## config.mk

```make
export PLATFORM = sky130hd
export DESIGN_NAME = noc_port_request_control
export DESIGN_NICKNAME = d
export VERILOG_FILES = /design/src/rtl/noc_port_request_control.sv
export SDC_FILE = /design/constraint.sdc
export NUM_CORES = 1
export LEC_CHECK = 0
export ABC_AREA = 0
export CAP_MARGIN = 20
export CORE_UTILIZATION = 43
export DETAILED_ROUTE_END_ITERATION = 8
export GPL_TIMING_DRIVEN = 0
export MAX_ROUTING_LAYER = met4
export PLACE_DENSITY = 0.69
export SETUP_SLACK_MARGIN = 0.15
export SLEW_MARGIN = 20
export SYNTH_ARGS = -nofsm -noshare
export SYNTH_HDL_FRONTEND = slang
export SYNTH_SLANG_ARGS = --single-unit
```

## constraint.sdc

```tcl
create_clock -name noc_clk -period 5.15 [get_ports noc_clk]
set_clock_uncertainty 0.2 [all_clocks]
set_input_delay 1.545 -clock noc_clk [delete_from_list [all_inputs] [get_ports noc_clk]]
set_output_delay 1.545 -clock noc_clk [all_outputs]
set_load 0.05 [all_outputs]
```

## src/rtl/noc_port_request_control.sv

```systemverilog
// noc_port_request_control
// Upstream half of the output-port control handshake for one router input
// port. Every virtual channel runs its own small FSM: a valid header claims
// one of the five output ports, body flits are requested one per cycle, a
// grant pops the VC buffer, and the tail transfer releases the port again.
// Headers naming a port above 4 are drained silently and flagged on drop_err.
module noc_port_request_control #(
  parameter int CHANNELS    = 2,
  parameter int STALL_LIMIT = 255
) (
  input  logic                     noc_clk,
  input  logic                     noc_rst,
  input  logic [CHANNELS-1:0]      flit_valid,
  input  logic [CHANNELS-1:0]      flit_head,
  input  logic [CHANNELS-1:0]      flit_tail,
  input  logic [CHANNELS-1:0][2:0] flit_dest,
  output logic [CHANNELS-1:0]      flit_pop,
  output logic [4:0][CHANNELS-1:0] start_of_packet,
  output logic [4:0][CHANNELS-1:0] request,
  input  logic [4:0][CHANNELS-1:0] grant,
  output logic [4:0][CHANNELS-1:0] free,
  output logic [4:0][CHANNELS-1:0] end_of_packet,
  output logic [CHANNELS-1:0]      drop_err,
  output logic [CHANNELS-1:0]      stall
);

  localparam logic [1:0] ST_IDLE   = 2'd0;
  localparam logic [1:0] ST_ACTIVE = 2'd1;
  localparam logic [1:0] ST_DROP   = 2'd2;

  localparam logic [15:0] STALL_THRESH = 16'(STALL_LIMIT);
  localparam logic [15:0] CNT_MAX      = 16'hFFFF;

  for (genvar gi = 0; gi < CHANNELS; gi++) begin : g_vc
    logic [1:0]  state_q, state_d;
    logic [2:0]  dest_q, dest_d;
    logic [15:0] stall_cnt_q, stall_cnt_d;
    logic [4:0]  sop_q, sop_d;
    logic        drop_q, drop_d;
    logic        stall_q, stall_d;
    logic [4:0]  dest_oh;
    logic [4:0]  grant_col;
    logic        req, pop, rel;

    // Fan the per-VC column in and out of the [port][vc] matrices. The
    // combinational outputs are forced low while reset is held so that a
    // flit sitting in the buffer is never popped during reset.
    for (genvar ri = 0; ri < 5; ri++) begin : g_row
      assign grant_col[ri]             = grant[ri][gi];
      assign start_of_packet[ri][gi]   = sop_q[ri];
      assign request[ri][gi]           = dest_oh[ri] & req & ~noc_rst;
      assign free[ri][gi]              = dest_oh[ri] & rel & ~noc_rst;
      assign end_of_packet[ri][gi]     = dest_oh[ri] & rel & ~noc_rst;
    end

    assign flit_pop[gi] = pop & ~noc_rst;
    assign drop_err[gi] = drop_q;
    assign stall[gi]    = stall_q;

    // One-hot decode of the claimed output port.
    always_comb begin
      dest_oh = '0;
      for (int r = 0; r < 5; r++) begin
        dest_oh[r] = (dest_q == 3'(r));
      end
    end

    // Per-VC protocol: claim, request/pop, release, and drop handling.
    always_comb begin
      state_d     = state_q;
      dest_d      = dest_q;
      stall_cnt_d = stall_cnt_q;
      drop_d      = 1'b0;
      req         = 1'b0;
      pop         = 1'b0;
      rel         = 1'b0;
      case (state_q)
        ST_IDLE: begin
          if (flit_valid[gi]) begin
            if (flit_head[gi]) begin
              if (flit_dest[gi] <= 3'd4) begin
                // Header stays in the buffer; it is popped once granted.
                dest_d  = flit_dest[gi];
                state_d = ST_ACTIVE;
              end else begin
                state_d = ST_DROP;
                drop_d  = 1'b1;
              end
            end else begin
              // Body flit without a header: discard it on the spot.
              pop    = 1'b1;
              drop_d = 1'b1;
            end
          end
        end
        ST_ACTIVE: begin
          req = flit_valid[gi];
          pop = req & |(grant_col & dest_oh);
          if (pop) begin
            stall_cnt_d = '0;
            if (flit_tail[gi]) begin
              rel     = 1'b1;
              state_d = ST_IDLE;
            end
          end else if (req && stall_cnt_q != CNT_MAX) begin
            stall_cnt_d = stall_cnt_q + 16'd1;
          end
        end
        ST_DROP: begin
          pop = flit_valid[gi];
          if (flit_valid[gi] && flit_tail[gi]) begin
            state_d = ST_IDLE;
          end
        end
        default: begin
          state_d = ST_IDLE;
        end
      endcase
    end

    // Registered outputs follow the next state so they line up with it.
    always_comb begin
      sop_d = '0;
      if (state_d == ST_ACTIVE) begin
        for (int r = 0; r < 5; r++) begin
          sop_d[r] = (dest_d == 3'(r));
        end
      end
      stall_d = (stall_cnt_d >= STALL_THRESH);
    end

    // State and registered outputs, cleared asynchronously by reset.
    always_ff @(posedge noc_clk or posedge noc_rst) begin
      if (noc_rst) begin
        state_q     <= ST_IDLE;
        dest_q      <= '0;
        stall_cnt_q <= '0;
        sop_q       <= '0;
        drop_q      <= 1'b0;
        stall_q     <= 1'b0;
      end else begin
        state_q     <= state_d;
        dest_q      <= dest_d;
        stall_cnt_q <= stall_cnt_d;
        sop_q       <= sop_d;
        drop_q      <= drop_d;
        stall_q     <= stall_d;
      end
    end
  end

endmodule

```

==> summary.txt <==
STA
  – Slew margin rel.: about half
  – Worst-Margin Slew: 718.9 ps
  – Fmax: 0.2013 GHz
  – RSZ-0062 raised after global routing: yes
  – Fin. Hold Viols: 0
  – Slew Limit Fails: 0
  – Final Cycle Share: 96.47%
  – Final count of negative-setup-slack endpoints: 0
  – Final Critical Period: slightly below 5000 ps
  – Final worst setup slack: roughly 180 ps

Yosys
  – XOR/XNOR Fraction of Synth Area: around 6.3%
  – Synth Area in Compound Gates: 11.18%
  – Async set or reset register ratio after synthesis: 100.0%
  – Commonest cells in the netlist: nor2_1, dfrtp_1, nand2_1
  – Mean Syn Cell Area: roughly 8.8 µm²
  – Synth Flop Type: dfrtp_1
  – Post-Syn Area: around 3500 µm²
  – Gate count of the mapped netlist: between 300 and 400
  – Post-synth top area share: 40.52%
  – Area leader, netlist: dfrtp_1
  – Post-synth EDFFs: 0
  – Largest cells by area after synthesis: dfrtp_1, nor2_1, xnor2_1, nand2_1, buf_4
  – Register area share after synthesis: about two fifths
  – Yosys reg bits: 56
  – Synth Area in Adders: less than 1%
  – Ys Warns: 0
  – Largest family of logic cells by synthesized area: simple AND/OR/NAND/NOR gates
  – Most frequent cell after synthesis: nor2_1
  – Post-synthesis simple-gate area fraction: between 30% and 40%
  – Syn nets: 420
  – Netlist cell types: 59
  – Mux cell area share after synthesis: 2.641%

Global route
  – Initial antenna violation count: 0
  – Largest net degree at the start of global routing: 29
  – First-pass GRT wire length: 14,410 µm
  – GRT Util Overall: 21.51%
  – Grt total ovfl: 0
  – Vias in the first global route: approximately 3,200

Critical path
  – CP top delay family: buffers and inverters
  – Worst setup EP type: output port
  – Crit path buf inv count: 4
  – Critical path fanouts, max: 4
  – CP cell instances: clkdlybuf4s50_1 > mux2_4 > a211oi_4 > nor2_4 > nand3_4 > nor3b_4 > buf_4 > buf_6 > buf_8
  – Req. time, crit path: between 3000 and 4000 ps
  – Crit path launch type: input pin
  – Crit-path slowest cell: clkdlybuf4s50_1
  – WS Path Type: in2out
  – Worst Path Arrival: ~3200 ps
  – Worst path max stage delay: roughly 410 ps

Die
  – # IOs: 70
  – Core area: around 7800 µm²
  – Die Width: around 92 µm
  – Die height: between 90 and 100 µm
  – Area of the die: 8405 µm²
  – Initial Util: ~45%
  – Row cnt: 32

Cells and area
  – Multi-input gate area: ~2000 µm²
  – Area delta synth->final: 32.74%
  – Nets@finish: a little over 500
  – Area occupied by registers: around 1400 µm²
  – Fillers: between 700 and 800
  – Non-Filler Instances: a little under 600
  – Share of cells above drive strength 1: 22.93%
  – Core Util, Final: 59.10%
  – Final Cell Area: between 4000 and 5000 µm²
  – Diode count: 0

Routing
  – Initial DRC Count: 178
  – Via/cell ratio: 5.493
  – Vias post-DR: ~3,200
  – Final ANT Viol Nets: 0
  – Routed WL: between 8000 and 9000 µm
  – DR pass1 iterations: 4
  – WL/cell: between 10 and 15 µm
  – # DRC: 0

Clocking
  – Skew-Pair Late Insertion Delay: just over 300 ps
  – H-tree depth: 2
  – Root buf cell: clkbuf_8
  – CTS buffer count: 5
  – Hold_buf cts: 0
  – TritonCTS Sinks: 56
  – Worst-path clk slew: about 90 ps
  – Clock Path Buffers: 2
  – CTS tree: yes

Place
  – Placed cells: between 500 and 600
  – Post-DP Area: between 4000 and 5000 µm²
  – GPL Wtd Cong: around 0.84
  – Post-DP HPWL: 5897 µm
  – Place WS: -1092 ps
  – IO Port Bufs: a little under 70

Power
  – Sequential fraction of design power: a little under two fifths
  – Pwr dens: ~360 nW/µm²
  – Int Pwr: 956.8 µW
  – Clock power share: 17.2%
  – Combinational cell fraction of total power: 45.9%
  – NetSw: between 700 and 800 µW
  – Worst vdd ir: ~0.21 mV
  – Leak: roughly 0.0021 µW
  – Switching share of power: a little over two fifths

Flow run
  – Max Cap Viol: 0

Hold path
  – HP Class: reg2reg

Outcome
  – Status: finished clean
[cell type report]
class                      count  share of cell area [%]
sequential                    56                   30.53
timing repair buffer          81                   15.81
clock inverter                 2                  0.7632
buffer                        25                   3.761
clock buffer                   6                   1.581
multi-input combinational    302                   43.69
timing repair inverter         1                  0.1090
tap                          102                   2.780
inverter                      11                  0.9812
[kinds of logic (layout without fill, tap and decap cells)]
logic type                 count (synthesis)  in the layout
xor gates and xnor gates                  25             25
buffers and inverters                     36            126
and+or+nand+nor                          210            210
AOI/OAI and AO/OA                         56             56
adders and majority gates                  2              2
muxes                                      9              9
DFF                                       56             56
[registers in the layout, indices dropped and copies added, names as in the netlist]
name / count
g_vc.stall_cnt_q: 32
g_vc.sop_q: 10
g_vc.dest_q: 6
g_vc.state_q: 4
g_vc.drop_q: 2
g_vc.stall_q: 2
[layout by cell type, fill, tap and decap left out, drive strengths merged, types with 12 or more instances in the layout]
cell / n
buf: 52
clkbuf: 13
clkdlybuf4s50: 28
dfrtp: 56
nand2: 30
nand3: 17
nor2: 68
nor3: 12
nor3b: 14
xnor2: 13
xor2: 12
[metrics by stage]
stage	TNS, ps	power [µW]	hold WS (ps)
2_1_floorplan	0	1145	269.8
3_3_place_gp	-22660	1324	325.1
3_5_place_dp	-20240	1339	344.0
4_1_cts	0	1658	359.1
5_1_grt	0	1786	413.9
6_report	0	1670	362.2
[timing repair]
item                       CTS  global route
cloned                       1             0
gates resized for setup    150            23
setup endpoints to repair   32            25
hold endpoints to repair     0             0
pin swaps                    7             4
setup buffers               10             1
[metal layers]
| layer | track usage [%] | vias up | share of wire, % |
|---|---|---|---|
| met5 | - | - | 0 |
| met4 | 5.556 | 0 | 1.2 |
| met3 | 3.897 | 12 | 5.7 |
| met2 | 36.90 | 105 | 49 |
| met1 | 26.14 | 1527 | 44 |
| li1 | - | 1575 | - |
[power by group through the flow]
stage	Sequential (µW)	Clock, µW	Combinational, µW
floorplan	666	0	479
global placement	617	0	707
detailed placement	620	0	719
CTS	613	294	751
global route	632	310	844
finish	616	287	767
[path summary, 6_finish.rpt]
path	startpoint	end	slack, ps	cells past startpoint
max	grant[9]	free[5]	180	9
min	g_vc[0].state_q[1]	g_vc[0].state_q[0]	360	1
max reg2reg	g_vc[0].stall_cnt_q[0]	g_vc[0].stall_q	2300	8
min reg2reg	g_vc[0].state_q[1]	g_vc[0].state_q[0]	360	1
max in group asynchronous	noc_rst	g_vc[1].drop_q	2970	2
min in group asynchronous	noc_rst	g_vc[1].sop_q[3]	1380	3
Note: power is estimated with default switching activity, not from simulation.
